--- src/rtl/sd_pkg.sv ---
// sd_pkg: shared state encoding, error codes and byte constants for the SD command sequencer
package sd_pkg;
  typedef enum logic [2:0] {
    S_IDLE, S_SEND, S_WAIT_R1, S_WAIT_TOKEN, S_READ_DATA, S_READ_CRC, S_TRAIL, S_DONE
  } state_t;
  localparam logic [1:0] ERR_OK = 2'd0;
  localparam logic [1:0] ERR_R1_TO = 2'd1;
  localparam logic [1:0] ERR_TOK_TO = 2'd2;
  localparam logic [1:0] ERR_R1 = 2'd3;
  localparam logic [7:0] TOKEN_START = 8'hFE;
  localparam logic [7:0] FILL = 8'hFF;
  localparam logic [1:0] CMD_PREFIX = 2'b01;
endpackage

--- src/rtl/sd_xfer_byte.sv ---
// sd_xfer_byte: one SPI byte exchange per go (spi_en/spi_datain out, rx/rx_valid back on spi_done); go and spi_done are ignored while a transfer is outstanding or idle respectively
module sd_xfer_byte (
  input  logic        clk,
  input  logic        reset,
  input  logic        go,
  input  logic [7:0]  tx,
  input  logic        spi_done,
  input  logic [15:0] spi_dataout,
  output logic        spi_en,
  output logic [15:0] spi_datain,
  output logic [7:0]  rx,
  output logic        rx_valid
);
  logic pend_q, spi_en_q, rx_valid_q;
  logic [15:0] spi_datain_q;
  logic [7:0] rx_q;
  logic unused_hi;
  assign unused_hi = ^spi_dataout[15:8];
  assign spi_en = spi_en_q;
  assign spi_datain = spi_datain_q;
  assign rx = rx_q;
  assign rx_valid = rx_valid_q;
  always_ff @(posedge clk) begin
    if (reset) begin
      pend_q <= 1'b0;
      spi_en_q <= 1'b0;
      spi_datain_q <= '0;
      rx_q <= '0;
      rx_valid_q <= 1'b0;
    end else begin
      spi_en_q <= go && !pend_q;
      rx_valid_q <= spi_done && pend_q;
      if (go && !pend_q) begin
        spi_datain_q <= {8'h00, tx};
        pend_q <= 1'b1;
      end else if (spi_done && pend_q) begin
        rx_q <= spi_dataout[7:0];
        pend_q <= 1'b0;
      end
    end
  end
endmodule

--- src/rtl/sd_cmd_sequencer.sv ---
// sd_cmd_sequencer: runs one SD SPI-mode transaction per cmd_start (frame, R1 poll, optional block read, trail byte); ports: cmd_* request, busy/cmd_done/r1/err status, rd_data/rd_valid block stream, spi_* byte engine handshake
module sd_cmd_sequencer
  import sd_pkg::*;
#(
  parameter int NCR_MAX = 8,
  parameter int TOKEN_MAX = 1024,
  parameter int BLOCK_LEN = 512,
  parameter int CNT_W = 11
) (
  input  logic        clk,
  input  logic        reset,
  input  logic        cmd_start,
  input  logic [5:0]  cmd_index,
  input  logic [31:0] cmd_arg,
  input  logic [6:0]  cmd_crc,
  input  logic        cmd_rd_block,
  output logic        busy,
  output logic        cmd_done,
  output logic [7:0]  r1,
  output logic [1:0]  err,
  output logic [7:0]  rd_data,
  output logic        rd_valid,
  output logic [15:0] spi_datain,
  output logic        spi_en,
  input  logic [15:0] spi_dataout,
  input  logic        spi_done
);
  localparam logic [CNT_W-1:0] SEND_LAST = CNT_W'(5);
  localparam logic [CNT_W-1:0] NCR_LAST = CNT_W'(NCR_MAX - 1);
  localparam logic [CNT_W-1:0] TOK_LAST = CNT_W'(TOKEN_MAX - 1);
  localparam logic [CNT_W-1:0] BLK_LAST = CNT_W'(BLOCK_LEN - 1);
  state_t state_q;
  logic [CNT_W-1:0] cnt_q;
  logic wait_q, busy_q, done_q, rd_valid_q, rdb_q;
  logic [7:0] r1_q, rd_data_q, tx, rx;
  logic [1:0] err_q;
  logic [5:0] idx_q;
  logic [31:0] arg_q;
  logic [6:0] crc_q;
  logic go, rx_valid;
  assign busy = busy_q;
  assign cmd_done = done_q;
  assign r1 = r1_q;
  assign err = err_q;
  assign rd_data = rd_data_q;
  assign rd_valid = rd_valid_q;
  // wait_q covers the whole outstanding exchange, so a new byte is only requested after the previous one is consumed
  assign go = !wait_q && state_q != S_IDLE && state_q != S_DONE;
  always_comb begin
    tx = state_q != S_SEND ? FILL :
         cnt_q[2:0] == 3'd0 ? {CMD_PREFIX, idx_q} :
         cnt_q[2:0] == 3'd1 ? arg_q[31:24] :
         cnt_q[2:0] == 3'd2 ? arg_q[23:16] :
         cnt_q[2:0] == 3'd3 ? arg_q[15:8] :
         cnt_q[2:0] == 3'd4 ? arg_q[7:0] : {crc_q, 1'b1};
  end
  sd_xfer_byte u_xfer (
    .clk(clk),
    .reset(reset),
    .go(go),
    .tx(tx),
    .spi_done(spi_done),
    .spi_dataout(spi_dataout),
    .spi_en(spi_en),
    .spi_datain(spi_datain),
    .rx(rx),
    .rx_valid(rx_valid)
  );
  always_ff @(posedge clk) begin
    if (reset) begin
      state_q <= S_IDLE;
      cnt_q <= '0;
      wait_q <= 1'b0;
      busy_q <= 1'b0;
      done_q <= 1'b0;
      rd_valid_q <= 1'b0;
      rd_data_q <= '0;
      r1_q <= FILL;
      err_q <= ERR_OK;
      idx_q <= '0;
      arg_q <= '0;
      crc_q <= '0;
      rdb_q <= 1'b0;
    end else begin
      done_q <= 1'b0;
      rd_valid_q <= 1'b0;
      if (go) wait_q <= 1'b1;
      if (rx_valid) wait_q <= 1'b0;
      case (state_q)
        S_IDLE: if (cmd_start) begin
          idx_q <= cmd_index;
          arg_q <= cmd_arg;
          crc_q <= cmd_crc;
          rdb_q <= cmd_rd_block;
          err_q <= ERR_OK;
          busy_q <= 1'b1;
          cnt_q <= '0;
          state_q <= S_SEND;
        end
        S_SEND: if (rx_valid) begin
          cnt_q <= cnt_q == SEND_LAST ? '0 : cnt_q + 1'b1;
          if (cnt_q == SEND_LAST) state_q <= S_WAIT_R1;
        end
        S_WAIT_R1: if (rx_valid) begin
          if (!rx[7]) begin
            r1_q <= rx;
            cnt_q <= '0;
            if (|rx[7:1]) err_q <= ERR_R1;
            state_q <= (|rx[7:1]) ? S_TRAIL : rdb_q ? S_WAIT_TOKEN : S_TRAIL;
          end else if (cnt_q == NCR_LAST) begin
            r1_q <= FILL;
            err_q <= ERR_R1_TO;
            cnt_q <= '0;
            state_q <= S_TRAIL;
          end else cnt_q <= cnt_q + 1'b1;
        end
        S_WAIT_TOKEN: if (rx_valid) begin
          if (rx == TOKEN_START) begin
            cnt_q <= '0;
            state_q <= S_READ_DATA;
          end else if (cnt_q == TOK_LAST) begin
            err_q <= ERR_TOK_TO;
            cnt_q <= '0;
            state_q <= S_TRAIL;
          end else cnt_q <= cnt_q + 1'b1;
        end
        S_READ_DATA: if (rx_valid) begin
          rd_data_q <= rx;
          rd_valid_q <= 1'b1;
          cnt_q <= cnt_q == BLK_LAST ? '0 : cnt_q + 1'b1;
          if (cnt_q == BLK_LAST) state_q <= S_READ_CRC;
        end
        S_READ_CRC: if (rx_valid) begin
          cnt_q <= cnt_q[0] ? '0 : cnt_q + 1'b1;
          if (cnt_q[0]) state_q <= S_TRAIL;
        end
        S_TRAIL: if (rx_valid) begin
          done_q <= 1'b1;
          busy_q <= 1'b0;
          state_q <= S_DONE;
        end
        S_DONE: state_q <= S_IDLE;
        default: state_q <= S_IDLE;
      endcase
    end
  end
endmodule

--- config.mk ---
export PLATFORM = sky130hd
export DESIGN_NAME = sd_cmd_sequencer
export DESIGN_NICKNAME = d
export VERILOG_FILES = /design/src/rtl/sd_pkg.sv /design/src/rtl/sd_xfer_byte.sv /design/src/rtl/sd_cmd_sequencer.sv
export SDC_FILE = /design/constraint.sdc
export NUM_CORES = 1
export LEC_CHECK = 0
export ABC_AREA = 1
export BUFFER_PORTS_ARGS = -buffer_cell sky130_fd_sc_hd__buf_2
export CAP_MARGIN = 10
export CORE_MARGIN = 2
export CORE_UTILIZATION = 30
export CTS_BUF_LIST = sky130_fd_sc_hd__clkbuf_8
export DETAILED_ROUTE_END_ITERATION = 8
export GPL_ROUTABILITY_DRIVEN = 0
export PLACE_DENSITY = 0.6
export SLEW_MARGIN = 20
export SYNTH_ARGS = -nofsm -noshare
export SYNTH_HDL_FRONTEND = slang
export SYNTH_SLANG_ARGS = --single-unit
--- constraint.sdc ---
create_clock -name clk -period 4.05 [get_ports clk]
set_input_delay 0 -clock clk [delete_from_list [all_inputs] [get_ports clk]]
set_output_delay 0 -clock clk [all_outputs]
set_load 0.1 [all_outputs]
==> flow_summary.yaml, run 1 <==
sta:
  max-slew-margin-rel_pct: 37.4
  worstMarginPinSlew_ns: 0.939
  rsz0062_at_grt: "no"
  setup_violations: 0
  achievable-frequency_ghz: 0.436
  finalMaxSlewViolations: 0
  post-route-min-period_ns: 2.29
  worst_slack_ns: 1.76
  fin_crit_sh_pct: 56.6
  fin_skew_ns: 0.0172
  setup_tns_ns: 0
  hold_viol: 0
worst_setup_path:
  cp_data_arrival_time_ns: 2.57
  slowest_delay_ns: 0.52
  worstPathRequired_ns: 4.33
  critPathMaxFanout: 15
  r2r_setup_slack_ns: 1.76
  cp_cell_sequence: "inv_1, ha_1, nand2_1, o21ai_0, o21ai_0, o21ai_0, o21bai_1, a21oi_1"
  end_kind: "flop"
  crit_slowest_cell: "dfxtp_1"
  r2r-start: "cnt_q[0]$_SDFFE_PP0P_"
  timing.rr.end: "u_xfer.spi_datain[1]$_SDFFE_PP0P_"
  cp-start-kind: "flop"
  cpMostUsedCell: "o21ai_0"
  critical_path_class: "flop to flop"
  rr_worst_depth: 8
routing:
  drt_iter0_markers: 348
  wirelength_mm: 12.6
  drcViolationCount: 0
  drt_pre_antenna_iters: 5
  route.detailed.wl_per_inst_um: 12.7
  ant_nets: 0
  post_drt_via_cell_ratio: 4.71
  vias: 4649
logic_synthesis:
  ys.flop_type: "dfxtp_1"
  ys_types: 35
  synth_edf_count: 0
  synth_seq_cells: 101
  synthCells: 669
  yosysTopAreaCellShare_pct: 43.2
  synth_warnings: 0
  async_flop_share_pct: 0
  ys_seq_area_share_pct: 43.2
  netlist_area_um2: 4680
  synth_area_per_cell_um2: 6.99
  synthTopCellsByArea: "dfxtp_1 43%, nand2_1 10%, o21ai_0 9.9%"
  synth_top_cell_by_area: "dfxtp_1"
global_routing:
  grt_usage_pct: 15.6
  grt_max_degree: 63
  grt_pass1_vias: 4212
  overflow: 0
  grt_first_pass_wirelength_mm: 20.4
  antenna_found_initial: 0
power:
  p_int_w: 0.00196
  p_per_area_nw_per_um2: 632
  seqPwrFrac_pct: 36.0
  p_sw_share_pct: 47.9
  power.total_w: 0.00377
  pwr-share-clk_pct: 18.0
  p_leak_nw: 2.65
  p_sw_w: 0.00181
  ir_worst_vdd_uv: 513
  pwr-share-comb_pct: 46.0
run:
  max-cap-violations: 0
worst_hold_path:
  hold_path_depth: 3
  worstHoldStart: "spi_done"
  worstHoldEndpoint: "u_xfer.rx_valid$_SDFF_PP0_"
  hp-class: "input port to flop"
cells_and_area:
  drive_above_1_share_pct: 16.4
  final_cell_mix: "126 x nand2_1, 101 x dfxtp_1, 98 x nor2_1"
  fill_cells: 1644
  n_antenna_cell: 0
  area_growth_syn_to_layout_pct: 27.5
  post-route-util_pct: 39.2
  layout_commonest_cell: "nand2_1"
  nets: 866
status:
  status: "finished clean"
cts:
  htree_levels: 3
  cts_hold_buf: 54
  cts_buffers: 9
  cts_root_buf: "clkbuf_8"
  worstSkewPairLatency_ns: 0.39
  clock_sinks: 101
  path_clk_slew_ns: 0.10
  cts_tree: "built"
  cts_resized: 0
  postCtsSetupBuffers: 0
  clockBufferDepth: 2
placement:
  dp_slack_ns: 1.78
  port_buffers: 87
  hpwl_mm: 8.50
die:
  initial_core_util_pct: 30.8
  core_um2: 15200
  die_y_um: 129
  placementRows: 45
  fp.dieW_um: 129
  ios: 104
  die_area_um2: 16600
-- state kept, by name (all words and copies together) (netlist names) --
name               flops
r1                     8
u_xfer.spi_en          1
crc_q                  7
state_q                3
cnt_q                 11
err                    2
u_xfer.rx              8
cmd_done               1
rd_data                8
u_xfer.spi_datain      8
idx_q                  6
busy                   1
rdb_q                  1
wait_q                 1
u_xfer.rx_valid        1
rd_valid               1
u_xfer.pend_q          1
arg_q                 32
-- cell type report --
type | count | area (um^2) | area share, %
clock buffers | 10 | 138 | 2.31
clock inverters | 6 | 71.3 | 1.20
inverters | 63 | 236 | 3.97
multi-input cells | 477 | 2270 | 38.1
flip-flops and latches | 101 | 2020 | 33.9
well taps | 188 | 235 | 3.94
repair buffers | 143 | 991 | 16.6
-- metal layers --
layer | track usage [%] | up-vias | wire length [um]
li1 | - | 2421 | -
met1 | 20.9 | 2088 | 5940
met2 | 24.5 | 114 | 5740
met3 | 3.24 | 26 | 550
met4 | 6.65 | 0 | 335
met5 | 0 | - | 0
-- per-stage QoR --
step           hold slack [ns]  std cells  cell area, um^2
3_5_place_dp             0.212        918             5210
4_1_cts                 0.0105        988             5960
3_3_place_gp             0.206        918             5210
2_1_floorplan            0.113        676             4700
5_1_grt                 0.0255        988             5960
6_report                0.0214        988             5960
-- cell usage after synthesis, types with 2 or more instances --
cell and instances:
o211ai_1 10, ha_1 5, buf_2 6, nand4_1 9
nor2_4 2, o21bai_1 9, xor2_1 2, nor2_1 98
nor2_2 8, inv_2 8, nand2_2 3, inv_1 55
dfxtp_1 101, nor3_1 4, buf_4 10, o21ai_1 4
a21oi_1 49, nand2_1 126, o21ai_0 93, a31oi_1 2
clkbuf_1 17, nand3_1 34, buf_1 2
-- power groups by stage --
stage	Clock, W	Combinational, W	Sequential, W
6_report	0.000677	0.00174	0.00136
5_1_grt	0.000732	0.00192	0.00138
4_1_cts	0.000691	0.00173	0.00136
3_5_place_dp	0	0.00169	0.00138
3_3_place_gp	0	0.00167	0.00138
2_1_floorplan	0	0.000990	0.00171
-- critical path, delay by kind of cell (launching register included) --
family | cells | cell delay, ns
and+or+nand+nor | 1 | 0.34
adders and majority gates | 1 | 0.25
buffers and inverters | 1 | 0.18
DFF | 1 | 0.52
AOI/OAI and AO/OA | 5 | 0.90
-- worst max-delay path by stage --
| stage | cells past startpoint | to | slack (ns) | from |
|---|---|---|---|---|
| after detailed placement | 8 | u_xfer.spi_datain[1]$_SDFFE_PP0P_ | 1.78 | cnt_q[0]$_SDFFE_PP0P_ |
| after CTS | 9 | r1[5]$_SDFFE_PP1P_ | 1.76 | cnt_q[0]$_SDFFE_PP0P_ |
| final | 8 | u_xfer.spi_datain[1]$_SDFFE_PP0P_ | 1.76 | cnt_q[0]$_SDFFE_PP0P_ |
| after floorplan | 10 | state_q[1]$_SDFFE_PP0P_ | 2.38 | cnt_q[0]$_SDFFE_PP0P_ |
| after global placement | 8 | u_xfer.spi_datain[3]$_SDFFE_PP0P_ | 1.78 | cnt_q[0]$_SDFFE_PP0P_ |
| after global routing | 9 | r1[6]$_SDFFE_PP1P_ | 1.46 | cnt_q[0]$_SDFFE_PP0P_ |
-- kinds of logic (layout without fill, tap and decap cells) --
kind of cell / count (synthesis) / count (layout) / share of synthesized area [%]
xor gates and xnor gates: 3 / 3 / 0.562
AOI/OAI and AO/OA: 172 / 172 / 19.9
and+or+nand+nor: 289 / 289 / 26.1
other: 1 / 8 / 0.0802
DFF: 101 / 101 / 43.2
adders and majority gates: 5 / 5 / 1.34
buffers and inverters: 98 / 222 / 8.83
Note: power is estimated with default switching activity, not from simulation.
==> run 2, diff against run 1 <==
--- a/config.mk
+++ b/config.mk
@@ -13,7 +13,7 @@
 export CTS_BUF_LIST = sky130_fd_sc_hd__clkbuf_8
 export DETAILED_ROUTE_END_ITERATION = 8
 export GPL_ROUTABILITY_DRIVEN = 0
-export PLACE_DENSITY = 0.6
+export PLACE_DENSITY = 0.62
 export SLEW_MARGIN = 20
 export SYNTH_ARGS = -nofsm -noshare
 export SYNTH_HDL_FRONTEND = slang
==> constraint.sdc (replaced) <==
create_clock -name clk -period 1.9 [get_ports clk]
set_input_delay 0 -clock clk [delete_from_list [all_inputs] [get_ports clk]]
set_output_delay 0 -clock clk [all_outputs]
set_load 0.1 [all_outputs]
==> flow_summary.yaml, run 2 (synthesis gave the netlist of run 1 again) <==
worst_setup_path:
  critPathMaxFanout: 15
  worstPathRequired_ns: 2.17
  cpMostUsedCell: "o21ai_0"
  cp-start-kind: "flop"
  rr_worst_depth: 10
  crit_path_end: "u_xfer.spi_datain[1]$_SDFFE_PP0P_"
  r2r_setup_slack_ns: 0.15
  crit_slowest_cell: "dfxtp_2"
  cp_data_arrival_time_ns: 2.02
  crit_start: "cnt_q[1]$_SDFFE_PP0P_"
  critical_path_class: "flop to flop"
  r2r-start: "cnt_q[1]$_SDFFE_PP0P_"
  timing.rr.end: "u_xfer.spi_datain[1]$_SDFFE_PP0P_"
  end_kind: "flop"
  slowest_delay_ns: 0.36
  cp_cell_sequence: "inv_1, ha_1, nand2_1, buf_12, nand2_1, o21ai_0, o21ai_0, o21ai_0, o21bai_1, a21oi_1"
global_routing:
  antenna_found_initial: 0
  grt_pass1_vias: 4533
  grt_first_pass_wirelength_mm: 21.5
  overflow: 0
  grt_max_degree: 67
  grt_usage_pct: 16.2
cells_and_area:
  fin_cells: 1012
  design_area_um2: 6250
  post-route-util_pct: 41.1
  largestRegisters: "arg_q x32, cnt_q x11"
  regMostFlops: "arg_q"
  drive_above_1_share_pct: 20.3
  layout_commonest_cell: "nand2_1"
  n_antenna_cell: 0
  area_growth_syn_to_layout_pct: 33.7
  largest_reg_flops: 32
  final_cell_mix: "125 x nand2_1, 98 x dfxtp_1, 94 x nor2_1"
  nets: 891
die:
  core_um2: 15200
  fp.dieW_um: 129
  placementRows: 45
  die_y_um: 129
  ios: 104
  die_area_um2: 16600
  initial_core_util_pct: 30.8
cts:
  clockBufferDepth: 2
  clock_sinks: 101
  cts_tree: "built"
  path_clk_slew_ns: 0.10
  htree_levels: 3
  worstSkewPairLatency_ns: 0.39
  cts_root_buf: "clkbuf_8"
  cts_buffers: 9
routing:
  post_drt_via_cell_ratio: 4.72
  route.detailed.wl_per_inst_um: 13.0
  vias: 4781
  ant_nets: 0
  wirelength_mm: 13.1
  drt_pre_antenna_iters: 5
  drt_iter0_markers: 339
  drcViolationCount: 0
power:
  p_per_area_nw_per_um2: 1350
  p_leak_nw: 2.80
  ir_worst_vdd_uv: 983
sta:
  max-slew-margin-rel_pct: 58.6
  finalMaxSlewViolations: 0
  fin_crit_sh_pct: 92.0
  setup_tns_ns: 0
  rsz0062_at_grt: "no"
  setup_violations: 0
  post-route-min-period_ns: 1.75
  fin_skew_ns: 0.0129
  hold_viol: 0
  worstMarginPinSlew_ns: 0.619
  achievable-frequency_ghz: 0.572
placement:
  placed_area_um2: 5410
  port_buffers: 87
  dp_cells: 939
  hpwl_mm: 8.79
status:
  status: "finished clean"
run:
  max-cap-violations: 0
worst_hold_path:
  worstHoldStart: "cmd_start"
  hp-class: "input port to flop"
  hold_path_depth: 7
run 2: area by class of cell:
class / instances / area, um^2
flip-flops and latches: 101 / 2030
fillers: 1551 / 8950
clock inverters: 6 / 88.8
multi-input cells: 477 / 2320
inverters: 63 / 236
repair buffers: 168 / 1220
well taps: 188 / 235
clock buffers: 9 / 124
run 2: layer usage:
metal	routed length (um)	part of all wire, %	GRT usage, %
met5	0	0	0
met4	224	1.7	5.82
met3	637	4.8	3.04
met2	6120	47	26.0
met1	6150	47	21.7
run 2: where the power goes:
part	switching, W	leakage [nW]	total, W	internal [W]
clock network	0.000760	0.101	0.00149	0.000734
registers	0.000297	0.829	0.00291	0.00261
logic	0.00287	1.87	0.00403	0.00116
run 2: worst max-delay path: cells and delay by family, from the launching register on:
| family | cells | cell delay [ns] |
|---|---|---|
| compound gates | 5 | 0.71 |
| fa+ha+maj | 1 | 0.17 |
| buf+inv | 2 | 0.25 |
| flops | 1 | 0.36 |
| simple gates | 2 | 0.14 |
run 2: how the worst min path moves through the flow:
| stage | end | slack, ns |
|---|---|---|
| after floorplan | u_xfer.rx[0]$_SDFFE_PP0P_ | 0.11 |
| after global placement | u_xfer.rx[0]$_SDFFE_PP0P_ | 0.21 |
| after detailed placement | u_xfer.rx[0]$_SDFFE_PP0P_ | 0.22 |
| after CTS | state_q[1]$_SDFFE_PP0P_ | 0.21 |
| after global routing | cnt_q[1]$_SDFFE_PP0P_ | 0.29 |
| final | cnt_q[0]$_SDFFE_PP0P_ | 0.24 |
run 2: repair_timing:
action,CTS,global route
hold endpoints to repair,63,0
hold buffers,56,0
resized for setup,0,17
setup buffers,0,2
endpoints found under the setup margin,0,20
run 2: through the flow:
stage          worst slack, ns  hold WS [ns]  total power, W
6_report                 0.152         0.245         0.00843
5_1_grt                0.00395         0.287         0.00903
4_1_cts                 0.0207         0.211         0.00832
3_5_place_dp            0.0366         0.215         0.00672
3_3_place_gp            0.0877         0.206         0.00672
2_1_floorplan            0.234         0.113         0.00576
==> run 3, diff against run 2 <==
--- a/config.mk
+++ b/config.mk
@@ -14,6 +14,7 @@
 export DETAILED_ROUTE_END_ITERATION = 8
 export GPL_ROUTABILITY_DRIVEN = 0
 export PLACE_DENSITY = 0.62
+export SETUP_SLACK_MARGIN = 0.5
 export SLEW_MARGIN = 20
 export SYNTH_ARGS = -nofsm -noshare
 export SYNTH_HDL_FRONTEND = slang
==> flow_summary.yaml, run 3 (synthesis gave the netlist of run 1 again) <==
worst_setup_path:
  slowest_delay_ns: 0.42
  path_delay_family: "buffers and inverters"
  cp_data_arrival_time_ns: 2.01
  end_kind: "flop"
  crit_slowest_cell: "dfxtp_4"
  cp-start-kind: "flop"
  cp_cell_sequence: "ha_4, nand2_4, nor2_4, buf_4, buf_4, buf_4, buf_4, buf_4, nand3_1, nand2_1, nand2_1, a21oi_2"
  r2r_setup_slack_ns: 0.22
  critical_path_class: "flop to flop"
  cpMostUsedCell: "buf_4"
  critPathMaxFanout: 5
  cp_num_buf_inv: 5
  worstPathRequired_ns: 2.23
cts:
  clockBufferDepth: 2
  cts_buffers: 9
  worstSkewPairLatency_ns: 0.39
  cts_tree: "built"
  htree_levels: 3
  clock_sinks: 101
  path_clk_slew_ns: 0.10
  cts_root_buf: "clkbuf_8"
global_routing:
  grt_first_pass_wirelength_mm: 22.7
  overflow: 0
  grt_max_degree: 42
  grt_usage_pct: 17.2
  grt_pass1_vias: 4771
  antenna_found_initial: 0
routing:
  route.detailed.wl_per_inst_um: 13.6
  drt_iter0_markers: 228
  drt_pre_antenna_iters: 4
  wirelength_mm: 14.1
  drcViolationCount: 0
  ant_nets: 0
  vias: 4937
  post_drt_via_cell_ratio: 4.76
cells_and_area:
  drive_above_1_share_pct: 29.4
  layout_commonest_cell: "nand2_1"
  fill_cells: 1540
  largest_reg_flops: 32
  nets: 916
  design_area_um2: 6800
  regMostFlops: "arg_q"
  seqCellArea_um2: 2040
  multi_input_area_um2: 2640
  final_cell_mix: "113 x nand2_1, 92 x dfxtp_1, 87 x buf_2"
  n_antenna_cell: 0
  area_growth_syn_to_layout_pct: 45.3
  largestRegisters: "arg_q x32, cnt_q x11"
sta:
  holdWs_ns: 0.0521
  rsz0062_at_grt: "yes"
  worstMarginPinSlew_ns: 0.596
  hold_viol: 0
  post-route-min-period_ns: 1.68
  finalMaxSlewViolations: 0
  fin_skew_ns: 0.0112
  fin_crit_sh_pct: 88.3
  setup_violations: 0
  max-slew-margin-rel_pct: 60.1
  setup_tns_ns: 0
  achievable-frequency_ghz: 0.596
status:
  status: "finished clean"
die:
  die_y_um: 129
  fp.dieW_um: 129
  placementRows: 45
  die_area_um2: 16600
  ios: 104
  core_um2: 15200
  initial_core_util_pct: 30.8
placement:
  placed_area_um2: 5440
  port_buffers: 87
  hpwl_mm: 8.99
power:
  p_per_area_nw_per_um2: 1330
  ir_worst_vdd_uv: 574
  p_leak_nw: 2.99
worst_hold_path:
  hp-class: "input port to flop"
run:
  max-cap-violations: 0
[run 3: power breakdown]
part	internal, W	total (W)	switching [W]
combinational	0.00148	0.00477	0.00329
sequential	0.00262	0.00290	0.000272
clock	0.000604	0.00136	0.000761
[run 3: worst reg2reg max path, stage by stage (launching register included)]
cell     delay, ns
dfxtp_4       0.42
ha_4          0.18
nand2_4       0.06
nor2_4        0.16
buf_4         0.14
buf_4         0.09
buf_4         0.09
buf_4         0.10
buf_4         0.10
nand3_1       0.07
nand2_1       0.06
nand2_1       0.05
a21oi_2       0.11
[run 3: what timing repair did]
| action | 4_1_cts | 5_1_grt |
|---|---|---|
| buffers inserted | 16 | 10 |
| cloned | 2 | 2 |
| hold endpoints to repair | 55 | 0 |
| hold buffers | 55 | 0 |
| endpoints found under the setup margin | 78 | 76 |
| resized for setup | 70 | 47 |
| pin swaps | 33 | 18 |
[run 3: cell type report]
class                   count  share of cell area (%)
multi-input cells         478                    38.8
flip-flops and latches    101                    30.1
repair buffers            189                    20.6
inverters                  63                    3.85
well taps                 188                    3.46
clock buffers               9                    1.82
clock inverters             7                    1.01
repair inverters            3                   0.368
[run 3: layer usage]
| metal | GRT usage, % | vias to the layer above | part of all wire (%) |
|---|---|---|---|
| li1 | - | 2540 | - |
| met1 | 21.8 | 2260 | 47 |
| met2 | 28.7 | 107 | 47 |
| met3 | 3.53 | 30 | 3.4 |
| met4 | 7.10 | 0 | 3.0 |
| met5 | 0 | - | 0 |
[run 3: per-stage QoR]
stage                     std cells  setup WS (ns)  power [W]  utilization, %
after floorplan                 676          0.396    0.00578               -
after global placement          937          0.173    0.00670            35.8
after detailed placement        937          0.154    0.00673            35.8
after CTS                      1026          0.288    0.00864            43.2
after global routing           1038          0.120    0.00967            44.7
final                          1038          0.222    0.00904            44.7
[run 3: final timing paths]
path,from,end,cells after the start
hold reg to reg,r1[7]$_SDFFE_PP1P_,r1[7]$_SDFFE_PP1P_,2
setup reg to reg,cnt_q[1]$_SDFFE_PP0P_,cnt_q[8]$_SDFFE_PP0P_,12
setup / recovery,cnt_q[1]$_SDFFE_PP0P_,cnt_q[8]$_SDFFE_PP0P_,12
hold / removal,reset,rd_valid$_SDFF_PP0_,2
